===== src/rtl/fetch_stage.sv =====
// Instruction fetch: PC register, single-outstanding imem handshake, IF/ID register; optional FETCH_STALL_CNT_EN stall counter.
// Latency: request accept -> ifid_valid = memory response latency + 1 cycle; best case one instruction per 2 cycles.
// Backpressure: pc_en/ifid_en low parks a returned word in a hold buffer and suppresses new requests until transfer.
module fetch_stage #(
    parameter int              XLEN      = 32,
    parameter logic [XLEN-1:0] RESET_PC  = 32'h0000_0000,
    parameter logic [XLEN-1:0] NOP_INSTR = 32'h0000_0013
) (
    input  logic            clk,
    input  logic            rst,
    input  logic            pc_en,
    input  logic            ifid_en,
    input  logic            redirect_valid,
    input  logic [XLEN-1:0] redirect_pc,
    output logic            imem_req_valid,
    input  logic            imem_req_ready,
    output logic [XLEN-1:0] imem_req_addr,
    input  logic            imem_resp_valid,
    input  logic [XLEN-1:0] imem_resp_data,
`ifdef FETCH_STALL_CNT_EN
    output logic [31:0]     fetch_stall_cnt,
`endif
    output logic            ifid_valid,
    output logic [XLEN-1:0] ifid_pc,
    output logic [XLEN-1:0] ifid_instr
);

    typedef enum logic [1:0] {
        S_IDLE,
        S_WAIT,
        S_HOLD,
        S_DROP
    } fetchState_t;

    fetchState_t     state;
    fetchState_t     stateNext;
    logic [XLEN-1:0] pc;
    logic [XLEN-1:0] pcNext;
    logic [XLEN-1:0] holdBuf;
    logic [XLEN-1:0] holdNext;
    logic            ifidValidNext;
    logic [XLEN-1:0] ifidPcNext;
    logic [XLEN-1:0] ifidInstrNext;
    logic            fetchDone;
    logic [XLEN-1:0] fetchWord;
    logic            transfer;

    assign transfer       = pc_en && ifid_en;
    assign imem_req_valid = (state == S_IDLE) && !redirect_valid && !rst;
    assign imem_req_addr  = pc;

    always_comb begin
        stateNext     = state;
        pcNext        = pc;
        holdNext      = holdBuf;
        ifidValidNext = ifid_valid;
        ifidPcNext    = ifid_pc;
        ifidInstrNext = ifid_instr;
        fetchDone     = 1'b0;
        fetchWord     = imem_resp_data;

        if (redirect_valid) begin
            // A fetch still in flight must have its response swallowed in DROP.
            pcNext        = redirect_pc;
            ifidValidNext = 1'b0;
            ifidPcNext    = '0;
            ifidInstrNext = NOP_INSTR;
            unique case (state)
                S_WAIT:  stateNext = S_DROP;
                S_DROP:  stateNext = imem_resp_valid ? S_IDLE : S_DROP;
                default: stateNext = S_IDLE;
            endcase
        end else begin
            unique case (state)
                S_IDLE: begin
                    if (imem_req_valid && imem_req_ready) begin
                        stateNext = S_WAIT;
                    end
                end
                S_WAIT: begin
                    if (imem_resp_valid) begin
                        if (transfer) begin
                            fetchDone = 1'b1;
                            stateNext = S_IDLE;
                        end else begin
                            holdNext  = imem_resp_data;
                            stateNext = S_HOLD;
                        end
                    end
                end
                S_HOLD: begin
                    fetchWord = holdBuf;
                    if (transfer) begin
                        fetchDone = 1'b1;
                        stateNext = S_IDLE;
                    end
                end
                default: begin
                    if (imem_resp_valid) begin
                        stateNext = S_IDLE;
                    end
                end
            endcase

            if (fetchDone) begin
                ifidValidNext = 1'b1;
                ifidPcNext    = pc;
                ifidInstrNext = fetchWord;
                pcNext        = pc + XLEN'(4);
            end else if (ifid_en) begin
                ifidValidNext = 1'b0;
                ifidPcNext    = '0;
                ifidInstrNext = NOP_INSTR;
            end
        end
    end

    always_ff @(posedge clk) begin
        if (rst) begin
            state      <= S_IDLE;
            pc         <= RESET_PC;
            holdBuf    <= '0;
            ifid_valid <= 1'b0;
            ifid_pc    <= '0;
            ifid_instr <= NOP_INSTR;
        end else begin
            state      <= stateNext;
            pc         <= pcNext;
            holdBuf    <= holdNext;
            ifid_valid <= ifidValidNext;
            ifid_pc    <= ifidPcNext;
            ifid_instr <= ifidInstrNext;
        end
    end

`ifdef FETCH_STALL_CNT_EN
    always_ff @(posedge clk) begin
        if (rst) begin
            fetch_stall_cnt <= '0;
        end else if ((state == S_HOLD) || ((state == S_WAIT) && !imem_resp_valid)) begin
            fetch_stall_cnt <= fetch_stall_cnt + 32'd1;
        end
    end
`endif

endmodule


===== config.mk =====
export PLATFORM = sky130hd
export DESIGN_NAME = fetch_stage
export DESIGN_NICKNAME = d
export VERILOG_FILES = /design/src/rtl/fetch_stage.sv
export SDC_FILE = /design/constraint.sdc
export NUM_CORES = 1
export LEC_CHECK = 0
export BUFFER_PORTS_ARGS = -buffer_cell sky130_fd_sc_hd__buf_2
export CAP_MARGIN = 5
export CORE_MARGIN = 5
export CORE_UTILIZATION = 51
export DETAILED_ROUTE_END_ITERATION = 8
export PLACE_DENSITY = 0.79
export SYNTH_ARGS = -nofsm -noshare
export SYNTH_HDL_FRONTEND = slang
export SYNTH_SLANG_ARGS = --single-unit

===== constraint.sdc =====
create_clock -name clk -period 2.5 [get_ports clk]
set_input_delay 0.5 -clock clk [delete_from_list [all_inputs] [get_ports clk]]
set_output_delay 0.5 -clock clk [all_outputs]
set_load 0.01 [all_outputs]

==> reports/metrics.csv, run 1 <==
metric,value,unit
postcts setup bufs,0,
M1 WL,6.14,mm
synth warn,0,
DP HPWL,10.5,mm
Final Max Slew Viols,0,
Commonest cells post-synth,"nor2_1 (132), dfxtp_1 (131), nand2_1 (79)",
"critical path fanouts, max",8,
"area leader, netlist",dfxtp_1,
Final Cell Area,0.00715,sq mm
Final Power,5.32,mW
DIE HEIGHT,115,microns
crit path kind,reg -> reg,
max_slew headroom,14.9,%
# setup viols final,0,
CP startpoint kind,flop,
dpl cell area,0.00652,sq mm
status,finished clean,
Nets,886,
most common cell in the netlist,nor2_1,
DR WL met3,1.35,mm
reg2reg end,imem_req_addr[24],
ANT nets after route,0,
Clock Sinks,131,
DRT Pass-1 Iters,5,
Layout Skew,0.00653,ns
largest net degree at the start of global routing,65,
Die Wd,115,microns
final critical-path required period,2.19,ns
IO Count,169,
Final Core Density,66.2,%
Peak supply drop,0.463,mV
reg2reg setup slack,0.31,ns
sequential area share after synthesis,47.0,%
Mapped Area,0.00558,sq mm
Congestion Overflow GR,0,
TritonCTS clock tree,done,
CP endpoint kind,flop,
gpl congestion,0.835,
die footprint,0.0131,sq mm
Setup TNS,0,ns
clock buffer depth,2,
clock latency on the worst-skew pair,0.52,ns
fin crit share,87.7,%
hold_buf cts,0,
Fill cells,873,
clk root buf,clkbuf_8,
CTS resizes,0,
Initial DRC Count,310,
HP Class,in -> reg,
Antenna Cells,0,
Hold WS,0.216,ns
Post-Route WL,15.1,mm
CTS Buf Count,17,
Starting Density,51.7,%
drt via density,5.51,
"Reg clk slew, reported paths",0.06,ns
Max-Cap Viols,0,
Yosys reg bits,131,
Worst-Margin Slew,1.28,ns
CP Data Required Time,2.91,ns
area grow syn2layout,28.0,%
vias in the first global route,5028,
Top Layer Used,met4,
Vias,5308,
layout cells sized above 1,28.1,%
fmax,456,MHz
CORE AREA,0.0108,sq mm
syn_nets,735,
final hold vios,0,
P_leak,2.97,nW
asr flop ratio synth,0,%
Worst R2R Start,state[1],
Crit. Startpoint,state[1],
Post-Synthesis Cells,659,
Synth top area share,47.0,%
unrepaired setup endpoints after global routing,false,
synthesized area per cell,8.47,sq um
initial antenna violation count,0,
htree depth,4,
PortBufs,168,
drt drc,0,
row count,38,
Post-synth EDFFs,0,
WP data arrival,2.61,ns
GRT Total Usage,23.1,%
Main synth FF type,dfxtp_1,
drt wl/cell,15.7,microns
Setup crit end,imem_req_addr[24],
ranking of synthesized cells by area,"dfxtp_1 (47%), nor2_1 (8.9%), a21oi_1 (5.8%)",
met2 wire len,7.47,mm
pwr dens,745,mW/mm^2
Synth cell types,42,
first-pass GRT wire length,24.6,mm
R2R cell count,7,
[flip-flops by register name, summed over array words and instances (netlist names)]
name	cells
holdBuf	32
ifid_instr	32
ifid_pc	32
ifid_valid	1
imem_req_addr	32
state	2
[layer usage]
| layer | track usage, % | up-vias |
|---|---|---|
| met1 | 27.9 | 2513 |
| li1 | - | 2567 |
| met3 | 6.87 | 15 |
| met4 | 7.68 | 0 |
| met2 | 39.2 | 213 |
| met5 | 0 | - |
[worst min path at each step]
| stage | start | endpoint | slack (ns) | cells past startpoint |
|---|---|---|---|---|
| 6_report | redirect_pc[0] | imem_req_addr[0] | 0.22 | 3 |
| 5_1_grt | imem_resp_data[14] | holdBuf[14] | 0.21 | 3 |
| 4_1_cts | redirect_pc[0] | imem_req_addr[0] | 0.20 | 3 |
| 3_5_place_dp | holdBuf[2] | holdBuf[2] | 0.45 | 2 |
| 3_3_place_gp | holdBuf[4] | holdBuf[4] | 0.44 | 2 |
| 2_1_floorplan | holdBuf[0] | holdBuf[0] | 0.43 | 2 |
[area by class of cell]
cell class	instances	area (sq um)	area share, %
sequential	131	2620	36.7
timing repair buffer	181	951	13.3
multi-input combinational	472	2750	38.4
clock inverter	12	180	2.52
clock buffer	20	445	6.23
tap	140	175	2.45
inverter	7	26.3	0.368
[per-stage QoR]
| step | worst slack (ns) | cells |
|---|---|---|
| 4_1_cts | 0.303 | 963 |
| 3_3_place_gp | 0.488 | 931 |
| 2_1_floorplan | 0.629 | 659 |
| 3_5_place_dp | 0.350 | 931 |
| 5_1_grt | 0.113 | 963 |
| 6_report | 0.307 | 963 |
[cell usage in the layout (no fill, tap or decap), types with 5 or more instances in the layout]
| cell type | netlist | routed |
|---|---|---|
| nand4_1 | 14 | 14 |
| mux2i_1 | 32 | 32 |
| inv_1 | 5 | 5 |
| buf_2 | 5 | 168 |
| a211oi_1 | 25 | 25 |
| xor2_1 | 22 | 22 |
| a22oi_1 | 32 | 32 |
| nand3_1 | 17 | 17 |
| xnor2_1 | 7 | 7 |
| buf_4 | 0 | 12 |
| and3_1 | 6 | 6 |
| nor2_1 | 132 | 130 |
| a21oi_1 | 65 | 65 |
| o22ai_1 | 5 | 5 |
| clkbuf_16 | 0 | 16 |
| nand2_1 | 79 | 79 |
| dfxtp_1 | 131 | 131 |
| clkinvlp_4 | 0 | 5 |
[cells by family after synthesis]
family | after synthesis | share of synthesized area, %
AND/OR/NAND/NOR | 266 | 21.5
AO/OA/AOI/OAI | 137 | 15.5
flip-flops | 131 | 47.0
buffers and inverters | 56 | 4.04
multiplexers | 35 | 6.35
XOR/XNOR | 29 | 4.55
adder cells (fa/ha/maj) | 5 | 1.12
[report_power, final]
part | switching (mW) | internal (mW)
Combinational | 0.312 | 0.215
Clock | 0.912 | 1.67
Sequential | 0.0678 | 2.14
[critical path: stages, from the launching register on]
cell and delay [ns]:
dfxtp_1 0.32, inv_1 0.10, ha_1 0.32, a21oi_2 0.17
nor4_4 0.54, nand3_1 0.16, xor2_1 0.17, a211oi_1 0.30
Power figures use the tool's default switching activity.
==> run 2: changes to the inputs <==
--- a/config.mk
+++ b/config.mk
@@ -5,12 +5,13 @@
 export SDC_FILE = /design/constraint.sdc
 export NUM_CORES = 1
 export LEC_CHECK = 0
+export ABC_AREA = 1
 export BUFFER_PORTS_ARGS = -buffer_cell sky130_fd_sc_hd__buf_2
 export CAP_MARGIN = 5
 export CORE_MARGIN = 5
-export CORE_UTILIZATION = 51
+export CORE_UTILIZATION = 53
 export DETAILED_ROUTE_END_ITERATION = 8
-export PLACE_DENSITY = 0.79
+export PLACE_DENSITY = 0.81
 export SYNTH_ARGS = -nofsm -noshare
 export SYNTH_HDL_FRONTEND = slang
 export SYNTH_SLANG_ARGS = --single-unit
==> reports/metrics.csv, run 2 <==
metric,value,unit
status,finished clean,
CP endpoint kind,flop,
Layout Skew,0.00879,ns
Vias,6138,
Fill cells,1013,
"critical path fanouts, max",37,
Nets,1107,
clock buffer depth,2,
hold_buf cts,0,
final non-filler cell total,1187,
Post-Synthesis Cells,878,
Synth top area share,42.9,%
initial antenna violation count,2,
Commonest cells post-synth,"nand2_1 (278), dfxtp_1 (131), a21oi_1 (110)",
Peak supply drop,0.682,mV
DRT Pass-1 Iters,5,
drt via density,5.17,
Post-synth EDFFs,0,
Worst-Margin Slew,1.10,ns
drt wl/cell,14.5,microns
most common cell in the netlist,nand2_1,
Clock Sinks,131,
Synth cell types,38,
first-pass GRT wire length,28.3,mm
ANT nets after route,0,
Post-Route WL,17.2,mm
Max-Cap Viols,0,
synth warn,0,
syn_nets,954,
Starting Density,53.8,%
GRT Total Usage,24.7,%
CORE AREA,0.0114,sq mm
Hold WS,0.334,ns
CTS resizes,0,
Final Power,5.57,mW
crit path kind,reg -> reg,
die footprint,0.0138,sq mm
"area leader, netlist",dfxtp_1,
synthesized area per cell,6.97,sq um
CP startpoint kind,flop,
DIE HEIGHT,117,microns
Yosys reg bits,131,
"Reg clk slew, reported paths",0.06,ns
CTS Buf Count,17,
Mapped Area,0.00612,sq mm
Congestion Overflow GR,0,
max_slew headroom,26.7,%
drt drc,0,
Placed Instances,1155,
P_leak,3.41,nW
final critical-path required period,2.03,ns
"commonest non-fill, non-tap cell in the layout",nand2_1,
fin crit share,81.4,%
Final Cell Area,0.00755,sq mm
final hold vios,0,
WP data arrival,2.36,ns
Die Wd,117,microns
CP Data Required Time,2.83,ns
# setup viols final,0,
Antenna Cells,0,
ranking of synthesized cells by area,"dfxtp_1 (43%), nand2_1 (17%), a21oi_1 (9.0%)",
PortBufs,168,
worst slack at placement,0.469,ns
row count,39,
clk root buf,clkbuf_16,
clock latency on the worst-skew pair,0.42,ns
highest-count cells in the layout ignoring fill and taps,"nand2_1 (278), buf_2 (168), dfxtp_1 (131), a21oi_1 (110), inv_1 (77)",
Final WS setup,0.465,ns
fmax,491,MHz
sequential area share after synthesis,42.9,%
gpl congestion,0.956,
layout cells sized above 1,23.1,%
vias in the first global route,5802,
postcts setup bufs,0,
htree depth,4,
IO Count,169,
Final Max Slew Viols,0,
HP Class,in -> reg,
TritonCTS clock tree,done,
pwr dens,737,mW/mm^2
largest net degree at the start of global routing,62,
Initial DRC Count,428,
area grow syn2layout,23.5,%
dpl cell area,0.00700,sq mm
DP HPWL,12.1,mm
asr flop ratio synth,0,%
Main synth FF type,dfxtp_1,
Final Core Density,66.4,%
Setup TNS,0,ns
unrepaired setup endpoints after global routing,false,
run 2: cell count changes after synthesis, moves of 12 or more:
cell	previous run	this run
nand2_1	79	278
clkbuf_1	35	21
nor2_1	132	51
a21oi_1	65	110
xor2_1	22	7
a211oi_1	25	1
a22oi_1	32	0
nand4_1	14	2
inv_1	5	77
o21ai_0	1	65
mux2i_1	32	0
nand3_1	17	37
run 2: final timing paths:
path	from	endpoint	slack, ns	cells past startpoint
max	state[0]	ifid_instr[15]	0.47	9
min	imem_resp_data[21]	holdBuf[21]	0.33	3
max reg2reg	state[0]	ifid_instr[15]	0.47	9
min reg2reg	ifid_instr[22]	ifid_instr[22]	0.46	2
run 2: worst max-delay path, cell delays in order, from the launching register on:
cell	delay, ns
dfxtp_1	0.36
inv_1	0.09
ha_1	0.29
inv_1	0.06
nor2_4	0.12
nand2_4	0.13
inv_4	0.34
buf_4	0.29
o211ai_1	0.13
a21oi_1	0.15
run 2: power breakdown:
group | internal [mW] | switching, mW
Sequential | 2.21 | 0.0986
Clock | 1.44 | 0.895
Combinational | 0.300 | 0.631
run 2: cells by family (layout without fill, tap and decap cells):
kind of cell / Yosys count / count (layout) / synth area share [%]
XOR/XNOR: 12 / 12 / 1.84
adder cells (fa/ha/maj): 5 / 5 / 1.02
flip-flops: 131 / 131 / 42.9
buffers and inverters: 130 / 296 / 9.22
AND/OR/NAND/NOR: 396 / 396 / 27.6
AO/OA/AOI/OAI: 204 / 204 / 17.4
run 2: per-layer routing:
layer | share of wire, % | routed length (microns) | vias to the layer above | global-route usage [%]
met4 | 2.2 | 378 | 4 | 8.63
met1 | 43 | 7490 | 2760 | 30.8
li1 | - | - | 3117 | -
met3 | 7.1 | 1220 | 37 | 8.33
met5 | 0.17 | 30 | - | 0
met2 | 47 | 8110 | 220 | 39.8
run 2: final cells by class:
cell class | count | area [sq um] | share of cell area (%)
clock inverters | 9 | 80.1 | 1.06
inverters | 85 | 322 | 4.26
clock buffers | 23 | 478 | 6.33
repair buffers | 179 | 936 | 12.4
flip-flops and latches | 131 | 2620 | 34.7
well taps | 143 | 179 | 2.37
multi-input cells | 617 | 2940 | 38.9
